$ cat src/rtl/mini_src_ctrl_seq_if.sv
// Register select/encode and datapath strobe bundle between the control sequencer and datapath.
// The sequencer drives through the master modport; the datapath and memory side uses the slave modport.
interface mini_src_ctrl_seq_if;
   logic [31:0] ir;
   logic        con_ff;
   logic        mem_done;
   logic        stop;
   logic        gra, grb, grc, rin, rout, BAout, Cout;
   logic        PCout, PCin, IncPC, MARin, MDRin, MDRout, IRin;
   logic        Yin, Zin, Zlowout, CONin, InPortout, OutPortin;
   logic        Read, Write;
   logic [3:0]  alu_op;
   logic        run;

   modport master (
      input  ir, con_ff, mem_done, stop,
      output gra, grb, grc, rin, rout, BAout, Cout,
             PCout, PCin, IncPC, MARin, MDRin, MDRout, IRin,
             Yin, Zin, Zlowout, CONin, InPortout, OutPortin,
             Read, Write, alu_op, run
   );

   modport slave (
      output ir, con_ff, mem_done, stop,
      input  gra, grb, grc, rin, rout, BAout, Cout,
             PCout, PCin, IncPC, MARin, MDRin, MDRout, IRin,
             Yin, Zin, Zlowout, CONin, InPortout, OutPortin,
             Read, Write, alu_op, run
   );
endinterface

$ cat src/rtl/mini_src_ctrl_seq.sv
// Fetch/decode/execute sequencer: one state per cycle, add 6 / ld 8 / jr 4 / br 7 cycles with no memory wait.
// Memory states stall on mem_done only when MINI_SRC_MEM_WAIT_EN is defined; stop halts at instruction boundaries.
module mini_src_ctrl_seq (
   input  logic                  clock,
   input  logic                  reset_n,
   mini_src_ctrl_seq_if.master   bus
);
   typedef enum logic [3:0] {RST, T0, T1, T2, T3, T4, T5, T6, T7, HALTED} state_t;

   localparam logic [4:0] OP_LD   = 5'b00000;
   localparam logic [4:0] OP_LDI  = 5'b00001;
   localparam logic [4:0] OP_ST   = 5'b00010;
   localparam logic [4:0] OP_ADD  = 5'b00011;
   localparam logic [4:0] OP_SUB  = 5'b00100;
   localparam logic [4:0] OP_AND  = 5'b00101;
   localparam logic [4:0] OP_OR   = 5'b00110;
   localparam logic [4:0] OP_ADDI = 5'b01100;
   localparam logic [4:0] OP_ANDI = 5'b01101;
   localparam logic [4:0] OP_ORI  = 5'b01110;
   localparam logic [4:0] OP_BR   = 5'b10010;
   localparam logic [4:0] OP_JR   = 5'b10011;
   localparam logic [4:0] OP_IN   = 5'b10101;
   localparam logic [4:0] OP_OUT  = 5'b10110;
   localparam logic [4:0] OP_HALT = 5'b11011;

   state_t     state, state_nxt;
   logic       halt_lock, halt_lock_nxt;
   logic [4:0] op;
   logic       mem_ok;
   logic       is_alu_r, is_alu_i, is_mem;
   logic       last;
   logic [3:0] op_fn;

   assign op = bus.ir[31:27];

`ifdef MINI_SRC_MEM_WAIT_EN
   assign mem_ok = bus.mem_done;
`else
   logic mem_done_unused;
   assign mem_done_unused = bus.mem_done;
   assign mem_ok = 1'b1;
`endif

   assign is_alu_r = (op == OP_ADD) || (op == OP_SUB) || (op == OP_AND) || (op == OP_OR);
   assign is_alu_i = (op == OP_ADDI) || (op == OP_ANDI) || (op == OP_ORI);
   assign is_mem   = (op == OP_LD) || (op == OP_ST);

   always_comb begin
      op_fn = 4'd0;
      case (op)
         OP_SUB:          op_fn = 4'd1;
         OP_AND, OP_ANDI: op_fn = 4'd2;
         OP_OR,  OP_ORI:  op_fn = 4'd3;
         default:         op_fn = 4'd0;
      endcase
   end

   always_ff @(posedge clock or negedge reset_n) begin
      if (!reset_n) begin
         state     <= RST;
         halt_lock <= 1'b0;
      end else begin
         state     <= state_nxt;
         halt_lock <= halt_lock_nxt;
      end
   end

   always_comb begin
      state_nxt     = state;
      halt_lock_nxt = halt_lock;
      last          = 1'b0;
      bus.gra = 1'b0;  bus.grb = 1'b0;  bus.grc = 1'b0;  bus.rin = 1'b0;
      bus.rout = 1'b0; bus.BAout = 1'b0; bus.Cout = 1'b0;
      bus.PCout = 1'b0; bus.PCin = 1'b0; bus.IncPC = 1'b0; bus.MARin = 1'b0;
      bus.MDRin = 1'b0; bus.MDRout = 1'b0; bus.IRin = 1'b0;
      bus.Yin = 1'b0; bus.Zin = 1'b0; bus.Zlowout = 1'b0; bus.CONin = 1'b0;
      bus.InPortout = 1'b0; bus.OutPortin = 1'b0;
      bus.Read = 1'b0; bus.Write = 1'b0;
      bus.alu_op = 4'd0;
      bus.run = (state != RST) && (state != HALTED);

      case (state)
         RST: state_nxt = T0;
         T0: begin
            bus.PCout = 1'b1; bus.MARin = 1'b1; bus.IncPC = 1'b1;
            state_nxt = T1;
         end
         T1: begin
            bus.Read = 1'b1; bus.MDRin = 1'b1;
            if (mem_ok) state_nxt = T2;
         end
         T2: begin
            bus.MDRout = 1'b1; bus.IRin = 1'b1;
            state_nxt = T3;
         end
         T3: begin
            state_nxt = T4;
            if (is_alu_r || is_alu_i) begin
               bus.grb = 1'b1; bus.rout = 1'b1; bus.Yin = 1'b1;
            end else if (is_mem || op == OP_LDI) begin
               bus.grb = 1'b1; bus.BAout = 1'b1; bus.Yin = 1'b1;
            end else if (op == OP_BR) begin
               bus.gra = 1'b1; bus.rout = 1'b1; bus.CONin = 1'b1;
            end else if (op == OP_JR) begin
               bus.gra = 1'b1; bus.rout = 1'b1; bus.PCin = 1'b1;
               last = 1'b1;
            end else if (op == OP_IN) begin
               bus.InPortout = 1'b1; bus.gra = 1'b1; bus.rin = 1'b1;
               last = 1'b1;
            end else if (op == OP_OUT) begin
               bus.gra = 1'b1; bus.rout = 1'b1; bus.OutPortin = 1'b1;
               last = 1'b1;
            end else if (op == OP_HALT) begin
               state_nxt     = HALTED;
               halt_lock_nxt = 1'b1;
            end else begin
               last = 1'b1;
            end
         end
         T4: begin
            state_nxt = T5;
            if (is_alu_r) begin
               bus.grc = 1'b1; bus.rout = 1'b1; bus.Zin = 1'b1; bus.alu_op = op_fn;
            end else if (is_alu_i) begin
               bus.Cout = 1'b1; bus.Zin = 1'b1; bus.alu_op = op_fn;
            end else if (is_mem || op == OP_LDI) begin
               bus.Cout = 1'b1; bus.Zin = 1'b1;
            end else if (op == OP_BR) begin
               bus.PCout = 1'b1; bus.Yin = 1'b1;
            end else begin
               last = 1'b1;
            end
         end
         T5: begin
            if (is_alu_r || is_alu_i || op == OP_LDI) begin
               bus.Zlowout = 1'b1; bus.gra = 1'b1; bus.rin = 1'b1;
               last = 1'b1;
            end else if (is_mem) begin
               bus.Zlowout = 1'b1; bus.MARin = 1'b1;
               state_nxt = T6;
            end else if (op == OP_BR) begin
               bus.Cout = 1'b1; bus.Zin = 1'b1;
               state_nxt = T6;
            end else begin
               last = 1'b1;
            end
         end
         T6: begin
            if (op == OP_LD) begin
               bus.Read = 1'b1; bus.MDRin = 1'b1;
               if (mem_ok) state_nxt = T7;
            end else if (op == OP_ST) begin
               bus.gra = 1'b1; bus.rout = 1'b1; bus.MDRin = 1'b1;
               state_nxt = T7;
            end else begin
               // Branch commits the computed target only when the condition flop is set
               bus.Zlowout = (op == OP_BR) && bus.con_ff;
               bus.PCin    = (op == OP_BR) && bus.con_ff;
               last = 1'b1;
            end
         end
         T7: begin
            if (op == OP_LD) begin
               bus.MDRout = 1'b1; bus.gra = 1'b1; bus.rin = 1'b1;
               last = 1'b1;
            end else if (op == OP_ST) begin
               bus.Write = 1'b1;
               last = mem_ok;
            end else begin
               last = 1'b1;
            end
         end
         HALTED: begin
            if (!halt_lock && !bus.stop) state_nxt = T0;
         end
         default: state_nxt = RST;
      endcase

      if (last) begin
         state_nxt     = bus.stop ? HALTED : T0;
         halt_lock_nxt = 1'b0;
      end
   end
endmodule

$ cat src/flat_wrapper.sv
// flat-port wrapper written by rule: the top's interface ports become plain ports
module mini_src_ctrl_seq_flat 
  (clock, reset_n, bus_ir, bus_con_ff, bus_mem_done, bus_stop, bus_gra, bus_grb, bus_grc, bus_rin, bus_rout, bus_BAout, bus_Cout, bus_PCout, bus_PCin, bus_IncPC, bus_MARin, bus_MDRin, bus_MDRout, bus_IRin, bus_Yin, bus_Zin, bus_Zlowout, bus_CONin, bus_InPortout, bus_OutPortin, bus_Read, bus_Write, bus_alu_op, bus_run);
  mini_src_ctrl_seq_if bus_i ();
  input  logic clock;
  input  logic reset_n;
  input wire logic [$bits(bus_i.ir)-1:0] bus_ir;
  input wire logic [$bits(bus_i.con_ff)-1:0] bus_con_ff;
  input wire logic [$bits(bus_i.mem_done)-1:0] bus_mem_done;
  input wire logic [$bits(bus_i.stop)-1:0] bus_stop;
  output wire logic [$bits(bus_i.gra)-1:0] bus_gra;
  output wire logic [$bits(bus_i.grb)-1:0] bus_grb;
  output wire logic [$bits(bus_i.grc)-1:0] bus_grc;
  output wire logic [$bits(bus_i.rin)-1:0] bus_rin;
  output wire logic [$bits(bus_i.rout)-1:0] bus_rout;
  output wire logic [$bits(bus_i.BAout)-1:0] bus_BAout;
  output wire logic [$bits(bus_i.Cout)-1:0] bus_Cout;
  output wire logic [$bits(bus_i.PCout)-1:0] bus_PCout;
  output wire logic [$bits(bus_i.PCin)-1:0] bus_PCin;
  output wire logic [$bits(bus_i.IncPC)-1:0] bus_IncPC;
  output wire logic [$bits(bus_i.MARin)-1:0] bus_MARin;
  output wire logic [$bits(bus_i.MDRin)-1:0] bus_MDRin;
  output wire logic [$bits(bus_i.MDRout)-1:0] bus_MDRout;
  output wire logic [$bits(bus_i.IRin)-1:0] bus_IRin;
  output wire logic [$bits(bus_i.Yin)-1:0] bus_Yin;
  output wire logic [$bits(bus_i.Zin)-1:0] bus_Zin;
  output wire logic [$bits(bus_i.Zlowout)-1:0] bus_Zlowout;
  output wire logic [$bits(bus_i.CONin)-1:0] bus_CONin;
  output wire logic [$bits(bus_i.InPortout)-1:0] bus_InPortout;
  output wire logic [$bits(bus_i.OutPortin)-1:0] bus_OutPortin;
  output wire logic [$bits(bus_i.Read)-1:0] bus_Read;
  output wire logic [$bits(bus_i.Write)-1:0] bus_Write;
  output wire logic [$bits(bus_i.alu_op)-1:0] bus_alu_op;
  output wire logic [$bits(bus_i.run)-1:0] bus_run;
  assign bus_i.ir = bus_ir;
  assign bus_i.con_ff = bus_con_ff;
  assign bus_i.mem_done = bus_mem_done;
  assign bus_i.stop = bus_stop;
  assign bus_gra = bus_i.gra;
  assign bus_grb = bus_i.grb;
  assign bus_grc = bus_i.grc;
  assign bus_rin = bus_i.rin;
  assign bus_rout = bus_i.rout;
  assign bus_BAout = bus_i.BAout;
  assign bus_Cout = bus_i.Cout;
  assign bus_PCout = bus_i.PCout;
  assign bus_PCin = bus_i.PCin;
  assign bus_IncPC = bus_i.IncPC;
  assign bus_MARin = bus_i.MARin;
  assign bus_MDRin = bus_i.MDRin;
  assign bus_MDRout = bus_i.MDRout;
  assign bus_IRin = bus_i.IRin;
  assign bus_Yin = bus_i.Yin;
  assign bus_Zin = bus_i.Zin;
  assign bus_Zlowout = bus_i.Zlowout;
  assign bus_CONin = bus_i.CONin;
  assign bus_InPortout = bus_i.InPortout;
  assign bus_OutPortin = bus_i.OutPortin;
  assign bus_Read = bus_i.Read;
  assign bus_Write = bus_i.Write;
  assign bus_alu_op = bus_i.alu_op;
  assign bus_run = bus_i.run;
  mini_src_ctrl_seq u_core (.clock(clock), .reset_n(reset_n), .bus(bus_i));
endmodule
$ cat config.mk
export PLATFORM = sky130hd
export DESIGN_NAME = mini_src_ctrl_seq_flat
export DESIGN_NICKNAME = d
export VERILOG_FILES = /design/src/rtl/mini_src_ctrl_seq_if.sv /design/src/rtl/mini_src_ctrl_seq.sv /design/src/flat_wrapper.sv
export SDC_FILE = /design/constraint.sdc
export NUM_CORES = 1
export LEC_CHECK = 0
export CORE_UTILIZATION = 25
export CTS_BUF_LIST = sky130_fd_sc_hd__clkbuf_16
export DETAILED_ROUTE_END_ITERATION = 16
export HOLD_SLACK_MARGIN = 0.06
export PLACE_DENSITY_LB_ADDON = 0.2
export RECOVER_POWER = 50
export SYNTH_ARGS = -nofsm -noshare
export SYNTH_HDL_FRONTEND = slang
export SYNTH_SLANG_ARGS = --single-unit
$ cat constraint.sdc
create_clock -name clock -period 4.93 [get_ports clock]
set_input_delay 0.493 -clock clock [delete_from_list [all_inputs] [get_ports clock]]
set_output_delay 0.493 -clock clock [all_outputs]
set_load 0.02 [all_outputs]
== Yosys cells after proc, flatten, opt, wreduce, memory -nomap -nowiden ==
Cells that the tools add are included.
Widths: inputs -> output; s select.

* Equality and inequality tests: 35
* Muxes and demuxes: 115
* Reductions and logical operators: 23

{| class="wikitable"
|+ Operators by type and width
! kind !! number
|-
| $mux 1 || 81
|-
| $mux 4 || 17
|-
| $pmux 4 s10 || 1
|-
| $eq 5x5->1 const B || 5
|-
| $pmux 1 s2 || 10
|-
| $eq 4x3->1 const B || 4
|-
| $eq 5x3->1 const B || 3
|-
| $eq 5x4->1 const B || 3
|-
| $ne 2x1->1 const B || 7
|-
| $eq 5x2->1 const B || 2
|-
| $logic_or 1x1->1 || 9
|-
| $eq 4x2->1 const B || 2
|-
| $eq 4x4->1 const B || 2
|-
| $ne 4x1->1 const B || 2
|-
| $reduce_and 8->1 || 1
|-
| $pmux 1 s3 || 2
|-
| $pmux 2 s3 || 1
|-
| $eq 5x1->1 const B || 1
|-
| $logic_not 5->1 || 1
|-
| $pmux 1 s5 || 1
|-
| $reduce_and 5->1 || 1
|-
| $eq 4x1->1 const B || 1
|-
| $logic_not 4->1 || 1
|-
| $ne 4x4->1 const B || 1
|-
| 9 further kinds || 14
|}

* Logic and storage cells: 175
* Output and inout port bits: 27
* Register bits after elaboration: 5
* Input bits: 37

== Longest topological paths before layout ==
* Depth in word-level cells: 11
* Depth in mapped cells: 6
* Depth with buffers taken out: 4

== Worst setup path before layout ==
No wires, ideal clock.

* Path kind: input -> output
* Start: in bus_ir[31]
* End: out bus_gra
* Path buffers: 1
* Setup slack: 2547 ps
* Stages on the path: 5
* Arrival: 1890 ps
* Cell sequence: clkbuf_1 or4_1 or3_1 o311ai_2 o21bai_1

* Cells in the longest elaborated chain, start to end: 8
* Elaborated cells on any way between the ends: 34
* Classes of those cells: eq/ne: 13; mux: 11; reduce/logical: 10

{| class="wikitable"
|+ Ends and longest elaborated chain
! element !! line !! RTL
|-
| from (decl) || flat_wrapper.sv:7 || <nowiki>input wire logic [$bits(bus_i.ir)-1:0] bus_ir;</nowiki>
|-
| $eq 5x5->1 (tied with other cells) || mini_src_ctrl_seq.sv:110 || <nowiki>end else if (op == OP_OUT) begin</nowiki>
|-
| $mux 1 or $logic_or 1x1->1 (tied branches) || mini_src_ctrl_seq.sv:110, mini_src_ctrl_seq.sv:44 ||
|-
| $mux 1 or $logic_or 1x1->1 (tied branches) || mini_src_ctrl_seq.sv:107, mini_src_ctrl_seq.sv:44 ||
|-
| $mux 1 or $logic_or 1x1->1 (tied branches) || mini_src_ctrl_seq.sv:104, mini_src_ctrl_seq.sv:44 ||
|-
| $mux 1 or $logic_or 1x1->1 (tied branches) || mini_src_ctrl_seq.sv:102, mini_src_ctrl_seq.sv:98, mini_src_ctrl_seq.sv:135 ||
|-
| $mux 1 or $logic_or 1x1->1 (tied branches) || mini_src_ctrl_seq.sv:100, mini_src_ctrl_seq.sv:135 ||
|-
| $mux 1 (on tied branches) || mini_src_ctrl_seq.sv:98, mini_src_ctrl_seq.sv:135 ||
|-
| $pmux 1 s4 * || mini_src_ctrl_seq.sv:82 || <nowiki>case (state)</nowiki>
|-
| to (decl) || flat_wrapper.sv:11 || <nowiki>output wire logic [$bits(bus_i.gra)-1:0] bus_gra;</nowiki>
|}

Mark *: on every way between the ends. The rest lies on a longest branch, timed or not.

== Worst setup path in the final report ==
* Start: in bus_ir[29]
* End: out bus_gra

Same word-level chain as after synthesis.

==> run summary <==
Tightest Pin Transition -> 807 ps
Critical path required time -> 4440 ps
Pwr dens -> 412 nW/µm²
Clk pwr share -> 24.5%
CTS tree -> done
Core area -> 3360 µm²
Vias in the first global route -> 890
Yosys reg bits -> 5
Routed via count -> 996
Run status -> completed
Post-Synth Simple-Gate Area -> 45.7%
Setup crit start kind -> primary input
Starting Density -> 26.2%
Tcrit/Tclk final -> 73.6%
First-pass GRT wire length -> 4270 µm
Asr flop ratio synth -> 100%
Tmin final -> 3630 ps
Synth Area in XOR/XNOR -> 3.98%
H-Tree Depth -> 1
Met3 Use GR -> 1.89%
Sw Ratio -> 43.6%
Worst-path maximum fanout -> 17
CTS Root Cell -> clkbuf_16
Worst Clk Skew -> 0.105 ps
Leading cell types in the layout, fill and taps excluded -> clkdlybuf4s50_1 (24), dlygate4sd3_1 (9), nand2_1 (8)
Post-synth EDFFs -> 0
Crit Path Category -> in2out
Layout cells sized above 1 -> 5.96%
Fin Setup TNS -> 0 ps
Setup Fix Bufs, Post-CTS -> 0
Largest net degree at the start of global routing -> 24
LEAKAGE -> 0.461 nW
DR vias/cell -> 5.06
M1 GR Usage -> 22.3%
IO buf count -> 33
Skew-Pair Late Insertion Delay -> 220 ps
Switching power of the nets -> 0.228 mW
Total GRT Usage -> 15.0%
Sink Count -> 5
Mapped Cells -> 128
# setup viols final -> 0
Multiplexer share of the synthesized area -> 1.14%
Synth cell types -> 43
Avg WL per Cell -> 13.2 µm
Clock slew at reported path FFs -> 30 ps
Layout Nets -> 189
Num ports -> 64
Synth Flop Type -> dfrtp_1
Grt peak-use layer -> met2
Layout area overhead -> 44.3%
Max_slew headroom -> 45.5%
Yosys warns -> 0
Buffer depth of the longest clock path -> 2
Vert. Die Dim -> 61.4 µm
Peak supply drop -> 0.000280 V
Sequential share of power -> 22.4%
RSZ-0062 raised after global routing -> false
PostCTS Resize Cnt -> 0
Initial antenna violation count -> 0
Seq/Total Area, Yosys -> 14.2%
GRT met2 Usage -> 22.4%
GP Congestion -> 0.808
Fillers -> 375
Power, Total -> 0.524 mW
Cell Area, Synth -> 881 µm²
Fin. max-slew vios -> 0
Ant diodes -> 0
Commonest non-fill, non-tap cell in the layout -> clkdlybuf4s50_1
Fmax -> 276 MHz
Die area -> 3770 µm²
Number of DRC markers in iteration 0 -> 48
Post-CTS Hold Fix Bufs -> 0
Die width -> 61.4 µm
First-pass detailed-route iteration total -> 4
Final WL -> 2610 µm
Total of max-cap violations -> 0
HP Class -> reg2reg
Post-Layout Cell Count -> 197
Kind of end point of the critical path -> primary output
Row Count -> 21
Adder-cell share of the synthesized area -> 0%
Hold Vio Cnt, Final -> 0
Largest family of logic cells by synthesized area -> simple AND/OR/NAND/NOR gates
Crit path DAT -> 3140 ps
Placed Cells -> 193
Dpl hpwl -> 1950 µm
TritonCTS Buffers -> 3
Post-synthesis compound-gate area fraction -> 23.3%
Gate power share -> 53.2%
Syn_area_per_cell -> 6.88 µm²
GRT overflow -> 0
Antenna-violating nets left -> 0
DRC errors left -> 0
Pint -> 0.295 mW
-- power groups by stage --
stage	registers [mW]	clock network, mW	logic, mW
after global placement	0.114	0	0.282
after detailed placement	0.115	0	0.287
after CTS	0.115	0.131	0.288
after global routing	0.123	0.135	0.310
final	0.117	0.128	0.278
after floorplan	0.0663	0	0.236
-- Yosys cell counts, drive strengths merged (3+ instances only) --
cell type,instances,area (µm²)
nor2,7,26.3
and2,3,18.8
nand2,8,30.0
nor3b,5,37.5
or2,4,25.0
nand2b,3,18.8
a21oi,5,25.0
nor3,7,35.0
a21boi,3,22.5
a211oi,3,22.5
clkbuf,5,18.8
nand3,4,20.0
or3,4,25.0
nand4,4,25.0
inv,5,18.8
o21ai,5,25.0
nor2b,6,37.5
dfrtp,5,125
buf,10,61.3
-- critical path, cell delays in order --
cell	delay, ps
dlygate4sd3_1	760
or4_1	600
or3_1	410
o311ai_2	100
o21bai_1	160
clkdlybuf4s50_1	610
-- metal layers --
metal  share of wire, %  vias up
li1                   -      511
met3                5.3        0
met2                 46       30
met4                  0        0
met1                 49      455
met5                  0        -
-- flip-flops by register name, summed over array words and instances (netlist names) --
| name | count |
|---|---|
| u_core.state | 4 |
| u_core.halt_lock | 1 |
-- per-stage QoR --
| stage | cell area [µm²] | worst slack (ps) | hold slack (ps) | utilization (%) |
|---|---|---|---|---|
| 3_5_place_dp | 1190 | 1330 | 515 | 35.5 |
| 5_1_grt | 1270 | 1200 | 549 | 37.8 |
| 6_report | 1270 | 1300 | 514 | 37.8 |
| 4_1_cts | 1270 | 1330 | 496 | 37.8 |
| 2_1_floorplan | 885 | 2550 | 197 | - |
| 3_3_place_gp | 1190 | 1340 | 497 | 35.5 |
-- final timing paths --
check	from	to	slack (ps)	cells after the start
worst max-delay path	bus_ir[29]	bus_gra	1300	6
worst min-delay path	u_core.halt_lock	u_core.halt_lock	510	2
worst max register to register	u_core.state[0]	u_core.state[2]	2820	4
worst min register to register	u_core.halt_lock	u_core.halt_lock	510	2
max in group asynchronous	reset_n	u_core.state[3]	4190	1
min in group asynchronous	reset_n	u_core.state[2]	560	1
-- kinds of logic (layout without fill, tap and decap cells) --
kind of cell,Yosys count,count (layout)
other,1,2
XOR/XNOR,4,4
AND/OR/NAND/NOR,68,68
flip-flops,5,5
AO/OA/AOI/OAI,29,29
buffers and inverters,20,42
multiplexers,1,1
-- final cells by class --
type / instances / area (µm²) / share of cell area (%)
Timing Repair Buffer: 33 / 330 / 26.0
Clock inverter: 1 / 3.75 / 0.295
Sequential cell: 5 / 125 / 9.84
Clock buffer: 3 / 75.1 / 5.91
Multi-Input combinational cell: 104 / 661 / 52.0
Tap cell: 46 / 57.6 / 4.53
Inverter: 5 / 18.8 / 1.48
(Power assumes the default switching activity.)
